--- src/rtl/interval_capture.sv ---
// Interval capture: counts CLK cycles from an ARM strobe to the next STOP,
// with saturating timeout, and offers the result over a VALID/READY handshake.
module interval_capture #(
  parameter int unsigned CNT_W     = 21,
  parameter int unsigned MAX_COUNT = 2097151
) (
  input  logic             CLK,
  input  logic             RST_N,
  input  logic             ARM,
  input  logic             STOP,
  input  logic             READY,
  output logic [CNT_W-1:0] RESULT,
  output logic             TIMEOUT,
  output logic             VALID,
  output logic             BUSY
);

  localparam logic [1:0] S_IDLE    = 2'd0;
  localparam logic [1:0] S_MEASURE = 2'd1;
  localparam logic [1:0] S_HOLD    = 2'd2;

  localparam logic [CNT_W-1:0] MAX_C = CNT_W'(MAX_COUNT);

  logic [1:0]       state_q,   state_d;
  logic [CNT_W-1:0] cnt_q,     cnt_d;
  logic [CNT_W-1:0] result_q,  result_d;
  logic             timeout_q, timeout_d;
  logic             valid_q,   valid_d;
  logic             busy_q,    busy_d;

  always_comb begin
    state_d   = state_q;
    cnt_d     = cnt_q;
    result_d  = result_q;
    timeout_d = timeout_q;
    valid_d   = valid_q;
    busy_d    = busy_q;
    case (state_q)
      S_IDLE: begin
        if (ARM) begin
          state_d = S_MEASURE;
          cnt_d   = CNT_W'(1);
          busy_d  = 1'b1;
        end
      end
      S_MEASURE: begin
        // STOP outranks both timeout and re-arm on the same edge.
        if (STOP) begin
          result_d  = cnt_q;
          timeout_d = 1'b0;
          valid_d   = 1'b1;
          busy_d    = 1'b0;
          state_d   = S_HOLD;
        end else if (cnt_q == MAX_C) begin
          result_d  = MAX_C;
          timeout_d = 1'b1;
          valid_d   = 1'b1;
          busy_d    = 1'b0;
          state_d   = S_HOLD;
        end else if (ARM) begin
          cnt_d = CNT_W'(1);
        end else begin
          cnt_d = cnt_q + CNT_W'(1);
        end
      end
      S_HOLD: begin
        if (valid_q && READY) begin
          valid_d = 1'b0;
          state_d = S_IDLE;
        end
      end
      default: begin
        state_d = S_IDLE;
        valid_d = 1'b0;
        busy_d  = 1'b0;
      end
    endcase
  end

  always_ff @(posedge CLK or negedge RST_N) begin
    if (!RST_N) begin
      state_q   <= S_IDLE;
      cnt_q     <= '0;
      result_q  <= '0;
      timeout_q <= 1'b0;
      valid_q   <= 1'b0;
      busy_q    <= 1'b0;
    end else begin
      state_q   <= state_d;
      cnt_q     <= cnt_d;
      result_q  <= result_d;
      timeout_q <= timeout_d;
      valid_q   <= valid_d;
      busy_q    <= busy_d;
    end
  end

  assign RESULT  = result_q;
  assign TIMEOUT = timeout_q;
  assign VALID   = valid_q;
  assign BUSY    = busy_q;

endmodule

--- config.mk ---
export PLATFORM = sky130hd
export DESIGN_NAME = interval_capture
export DESIGN_NICKNAME = d
export VERILOG_FILES = /design/src/rtl/interval_capture.sv
export SDC_FILE = /design/constraint.sdc
export NUM_CORES = 1
export LEC_CHECK = 0
export BUFFER_PORTS_ARGS = -buffer_cell sky130_fd_sc_hd__buf_2
export CAP_MARGIN = 5
export CORE_ASPECT_RATIO = 1.1
export CORE_MARGIN = 5
export CORE_UTILIZATION = 40
export CTS_BUF_LIST = sky130_fd_sc_hd__clkbuf_4
export CTS_CLUSTER_SIZE = 40
export DETAILED_ROUTE_END_ITERATION = 7
export PLACE_DENSITY = 0.59
export SLEW_MARGIN = 20
export SYNTH_ARGS = -nofsm -noshare
export SYNTH_HDL_FRONTEND = slang
export SYNTH_SLANG_ARGS = --single-unit
--- constraint.sdc ---
create_clock -name CLK -period 4.8 [get_ports CLK]
set_clock_uncertainty 0.15 [all_clocks]
set_input_delay 0.48 -clock CLK [delete_from_list [all_inputs] [get_ports CLK]]
set_output_delay 0.48 -clock CLK [all_outputs]
set_load 0.03 [all_outputs]
==> flow_summary.json, run 1 <==
{
  "tightest_slew_ps": 827,
  "drtIter0Drc": 115,
  "r2r_start": "cnt_q[0]",
  "ys_seq_elements": 47,
  "track_usage_pct": 15.1,
  "synth_compound_area_share_pct": 25.7,
  "die_h_um": 88.0,
  "powerDensity_mw_per_mm2": 546,
  "io_buffers": 28,
  "wl_per_cell_um": 15.9,
  "start_kind": "flip-flop",
  "cts.path.max_buffers": 2,
  "grt_pass1_vias": 1722,
  "num-nets-final": 242,
  "worstPathRequired_ps": 4940,
  "grt_pass1_wl_um": 8390,
  "status": "completed",
  "insertion_delay_ps": 350,
  "synth_fa_ha_area_share_pct": 0.566,
  "maxCapViolCount": 0,
  "dieArea_mm2": 0.00711,
  "hpwl_um": 3190,
  "drt_first_pass_iters": 4,
  "drive_above_1_share_pct": 19.6,
  "viasPerCell": 5.72,
  "cts.repair.resized": 0,
  "power.internal_w": 0.000752,
  "diodes": 0,
  "antenna_found_initial": 0,
  "hp-class": "in -> reg",
  "synth_mux_area_share_pct": 0,
  "seq_power_share_pct": 43.6,
  "cp-startpoint": "cnt_q[0]",
  "combinationalPowerShare_pct": 43.2,
  "clock.fmax_ghz": 0.414,
  "cp_max_fo": 22,
  "gr-total-overflow": 0,
  "setup_tns_ps": 0,
  "hold_viol_final": 0,
  "leakagePower_nw": 1.04,
  "yosysWarnings": 0,
  "min_from": "ARM",
  "fp-row-count": 28,
  "finalCritPeriodShare_pct": 50.3,
  "cts_buffers": 5,
  "relSlewSlack_pct": 44.5,
  "boundaryPins": 29,
  "synth_cell_type_count": 38,
  "detail-route-antenna-nets": 0,
  "start_util_pct": 41.2,
  "ys_seq_area_share_pct": 53.2,
  "clkPwrFrac_pct": 13.2,
  "slew_violations": 0,
  "endpoint_kind": "flip-flop",
  "remaining_drc_errors": 0,
  "crit_type": "reg -> reg",
  "die_w_um": 80.9,
  "core_area_mm2": 0.00536,
  "postSynthCellCount": 211,
  "root_buffer": "clkbuf_4",
  "grt_max_degree": 48,
  "yosys.area_share.simple_pct": 17.0,
  "totalPowerFinal_w": 0.00133,
  "swShare_pct": 43.5,
  "synth_area_mm2": 0.00221,
  "p_sw_w": 0.000580,
  "area_growth_pct": 10.4,
  "syn_nets": 217,
  "routed_wl_um": 4930,
  "postSynthAreaPerCell_um2": 10.5,
  "rsz0062_at_grt": "false",
  "dr_total_vias": 1773,
  "tritoncts": "yes",
  "clkTransAtPathRegs_ps": 110,
  "ir_drop_v": 0.000256,
  "arrival_ps": 2560,
  "fin_hold_ws_ps": 193,
  "cts_sinks": 47,
  "post-route-min-period_ps": 2420,
  "gp_congestion": 0.775,
  "htreeDepth": 2,
  "synthXorXnorAreaFrac_pct": 0,
  "synth_top_family_by_area": "compound AO/OA/AOI/OAI gates",
  "setup_viol": 0
}
stage by stage:
stage | utilization, % | cell area (µm²) | instances | worst slack, ps
detailed placement | 44.4 | 2380 | 303 | 2370
CTS | 45.3 | 2430 | 309 | 2350
floorplan | - | 2210 | 211 | 2670
global placement | 44.4 | 2380 | 303 | 2410
finish | 45.5 | 2440 | 310 | 2380
global route | 45.5 | 2440 | 310 | 2150
flip-flops by register name (all words and copies together) (netlist names):
signal and count:
BUSY 1, RESULT 21, TIMEOUT 1, VALID 1
cnt_q 21, state_q 2
path summary, 6_finish.rpt:
kind	end	slack [ps]	cells past startpoint
worst min-delay path	cnt_q[20]	190	2
worst max-delay path	RESULT[19]	2380	6
min in group asynchronous	RESULT[4]	500	2
worst max register to register	RESULT[19]	2380	6
worst min register to register	RESULT[20]	340	2
max in group asynchronous	RESULT[18]	3590	2
cells in the mapped netlist, drive strengths merged:
library cell	n	area, µm²
a211o	1	8.76
a21o	1	7.51
a21oi	8	40.0
a31o	1	8.76
a31oi	13	81.3
a41o	1	10.0
and2	1	6.26
and2b	1	7.51
and3	6	57.6
and4	4	35.0
buf	7	47.5
clkbuf	4	15.0
dfrtp	47	1180
ha	1	12.5
inv	4	15.0
nand2	12	45.0
nand2b	2	12.5
nand3	15	75.1
nand4	4	31.3
nor2	16	62.6
nor2b	2	12.5
nor3	1	5.00
nor4	2	12.5
o21a	2	15.0
o21ai	20	100
o22a	20	175
o2bb2ai	1	8.76
o311ai	3	26.3
o31ai	6	45.0
o41ai	3	41.3
or2	2	12.5
power groups by stage:
stage / Clock, W / Combinational [W] / Sequential (W)
5_1_grt: 0.000198 / 0.000632 / 0.000598
3_5_place_dp: 0 / 0.000583 / 0.000589
4_1_cts: 0.000187 / 0.000584 / 0.000581
2_1_floorplan: 0 / 0.000236 / 0.000776
6_report: 0.000176 / 0.000576 / 0.000580
3_3_place_gp: 0 / 0.000576 / 0.000587
critical path: stages (launching register included):
cell and delay [ps]:
dfrtp_1 460, ha_1 250, and3_4 230, and3_1 160
and3_4 200, o21a_1 650, o22a_1 250
cell usage in the layout (no fill, tap or decap):
master	instances
dfrtp_1	47
buf_2	27
o22a_1	20
o21ai_0	17
nand3_1	15
nor2_1	15
a31oi_1	13
nand2_1	12
a21oi_1	8
o31ai_1	6
clkbuf_4	6
and4_1	4
and3_4	4
nand4_1	3
inv_1	3
o21ai_1	3
o311ai_1	3
nor4_1	2
nand2b_1	2
nor2b_1	2
and3_1	2
or2_2	2
o41ai_2	2
o21a_1	2
nand4_2	1
nor2_2	1
and2b_1	1
a41o_1	1
a211o_1	1
nor3_1	1
inv_2	1
and2_1	1
o41ai_1	1
a31o_2	1
o2bb2ai_1	1
a21o_1	1
ha_1	1
dlygate4sd3_1	1
buf_4	1
per-layer routing:
layer	up-vias	part of all wire (%)	track usage, %
met2	36	47	24.1
met5	-	0	0
met3	6	3.9	3.40
met1	873	47	20.4
met4	0	1.5	5.07
li1	858	-	-
cell families after synthesis:
family | Yosys count
adders and majority gates | 1
and+or+nand+nor | 68
buffers and inverters | 15
DFF | 47
AOI/OAI and AO/OA | 80
layout make-up:
type                            count  area (µm²)
Multi-Input combinational cell    149         956
Inverter                            4        15.0
Timing Repair Buffer               29         153
Clock buffer                        6        45.0
Tap cell                           75        93.8
Fill cell                         520        2920
Sequential cell                    47        1180
what timing repair did:
item	in CTS	in global routing
hold buffers	0	1
setup buffers	0	0
endpoints found under the setup margin	0	0
hold endpoints to repair	0	13
Power figures use the tool's default switching activity.
==> run 2: changes to the inputs <==
- clock period: 4.8 -> 2.4 ns (I/O delays scaled with it)
==> run 2 against run 1 <==
- via count increased by 2.8%
- routed wire length increased by 4.4%
- clock power increased by 98%
- critical path type unchanged
==> flow_summary.json, run 2 (synthesis results as in run 1) <==
{
  "setup_tns_ps": 0,
  "track_usage_pct": 16.0,
  "final_common_cell": "dfrtp_1",
  "fp-row-count": 28,
  "final_cell_mix": "dfrtp_1, buf_2, o22a_1, buf_4, o21ai_0",
  "insertion_delay_ps": 360,
  "powerDensity_mw_per_mm2": 1070,
  "setup_viol": 0,
  "finalCritPeriodShare_pct": 94.0,
  "drt_first_pass_iters": 5,
  "regArea_mm2": 0.00118,
  "maxCapViolCount": 0,
  "diodes": 0,
  "grt_pass1_vias": 1793,
  "placedInstanceArea_mm2": 0.00252,
  "clock.fmax_ghz": 0.443,
  "num-nets-final": 261,
  "cts_setup_buffers": 0,
  "cts.path.max_buffers": 2,
  "cts_buffers": 5,
  "worstPathCellList": "ha_1 -> and3_4 -> and3_1 -> and3_4 -> a211o_2 -> o311ai_1",
  "crit_top_cell": "and3_4",
  "drive_above_1_share_pct": 25.5,
  "status": "completed",
  "core_area_mm2": 0.00536,
  "cpPeakStageDelay_ps": 450,
  "detail-route-antenna-nets": 0,
  "viasPerCell": 5.52,
  "worstPathRequired_ps": 2510,
  "hold_viol_final": 0,
  "clkPwrFrac_pct": 12.7,
  "slew_violations": 0,
  "gp_congestion": 0.795,
  "gr-total-overflow": 0,
  "start_util_pct": 41.2,
  "drtIter0Drc": 110,
  "hpwl_um": 3530,
  "tightest_slew_ps": 682,
  "dr_total_vias": 1823,
  "combinationalPowerShare_pct": 45.8,
  "post-route-min-period_ps": 2260,
  "power.internal_w": 0.00156,
  "rsz0062_at_grt": "false",
  "area_growth_pct": 16.9,
  "design_area_mm2": 0.00258,
  "tritoncts": "yes",
  "cp_max_fo": 11,
  "swShare_pct": 43.3,
  "hp-class": "in -> reg",
  "endpoint_kind": "flip-flop",
  "multi_input_area_um2": 957,
  "clkTransAtPathRegs_ps": 140,
  "remaining_drc_errors": 0,
  "die_w_um": 80.9,
  "io_buffers": 28,
  "leakagePower_nw": 1.14,
  "htreeDepth": 2,
  "grt_pass1_wl_um": 8940,
  "relSlewSlack_pct": 54.3,
  "arrival_ps": 2370,
  "antenna_found_initial": 0,
  "crit_slowest_cell": "a211o_2",
  "seq_power_share_pct": 41.5,
  "fillers": 522,
  "root_buffer": "clkbuf_4",
  "ir_drop_v": 0.000503,
  "boundaryPins": 29,
  "p_sw_w": 0.00119,
  "crit_type": "reg -> reg",
  "die_h_um": 88.0,
  "routed_wl_um": 5150,
  "wl_per_cell_um": 15.6,
  "dieArea_mm2": 0.00711,
  "grt_max_degree": 48,
  "start_kind": "flip-flop",
  "cts_sinks": 47
}
## run 2: changes by cell type in the layout (fill, tap and decap cells not counted), sizes merged
cell / change
dlygate4sd3: +1
clkbuf: -1
buf: +18
clkinv: +2
## run 2: worst max-delay path: cells and delay by family (launching register included)
kind	cells	cell delay (ps)
simple gates	3	570
compound gates	2	790
flops	1	400
fa+ha+maj	1	250
## run 2: routing by layer
layer  vias to the layer above  track usage [%]  share of wire, %
met2                        28             24.7                45
met1                       893             22.7                50
met4                         0             4.92               2.0
met3                        10             3.09               2.6
met5                         -                0                 0
li1                        892                -                 -
## run 2: stage by stage
stage | total power (W) | worst slack, ps | util, % | hold slack [ps] | std cells
CTS | 0.00279 | 74.1 | 48.2 | 8.65 | 330
finish | 0.00276 | 145 | 48.2 | 25.0 | 330
detailed placement | 0.00244 | 84.5 | 46.9 | 223 | 321
floorplan | 0.00202 | 271 | - | -206 | 211
global placement | 0.00242 | 192 | 46.9 | 224 | 321
global route | 0.00295 | 62.9 | 48.2 | 32.1 | 330
## run 2: worst paths after layout
kind / start / to / slack, ps / cells after the start
worst max-delay path: cnt_q[0] / cnt_q[15] / 140 / 6
worst min-delay path: STOP / TIMEOUT / 30 / 2
worst max register to register: cnt_q[0] / cnt_q[15] / 140 / 6
worst min register to register: RESULT[20] / RESULT[20] / 340 / 2
max in group asynchronous: RST_N / RESULT[18] / 1360 / 3
min in group asynchronous: RST_N / cnt_q[4] / 340 / 3
## run 2: layout make-up
class                   instances  share of cell area [%]
inverters                       4                   0.581
repair buffers                 48                    11.4
clock inverters                 2                   0.339
multi-input cells             149                    37.0
well taps                      75                    3.63
clock buffers                   5                    1.45
flip-flops and latches         47                    45.5
## run 2: repair_timing
action / in CTS / in global routing
endpoints found under the hold margin: 48 / 0
gates resized for setup: 0 / 1
setup endpoints to repair: 0 / 1
hold buffers: 2 / 0
## run 2: power by group through the flow
stage	clock network, W	registers [W]	logic (W)
floorplan	0	0.00155	0.000472
finish	0.000349	0.00114	0.00126
CTS	0.000368	0.00115	0.00128
global placement	0	0.00116	0.00126
global route	0.000398	0.00118	0.00137
detailed placement	0	0.00117	0.00128
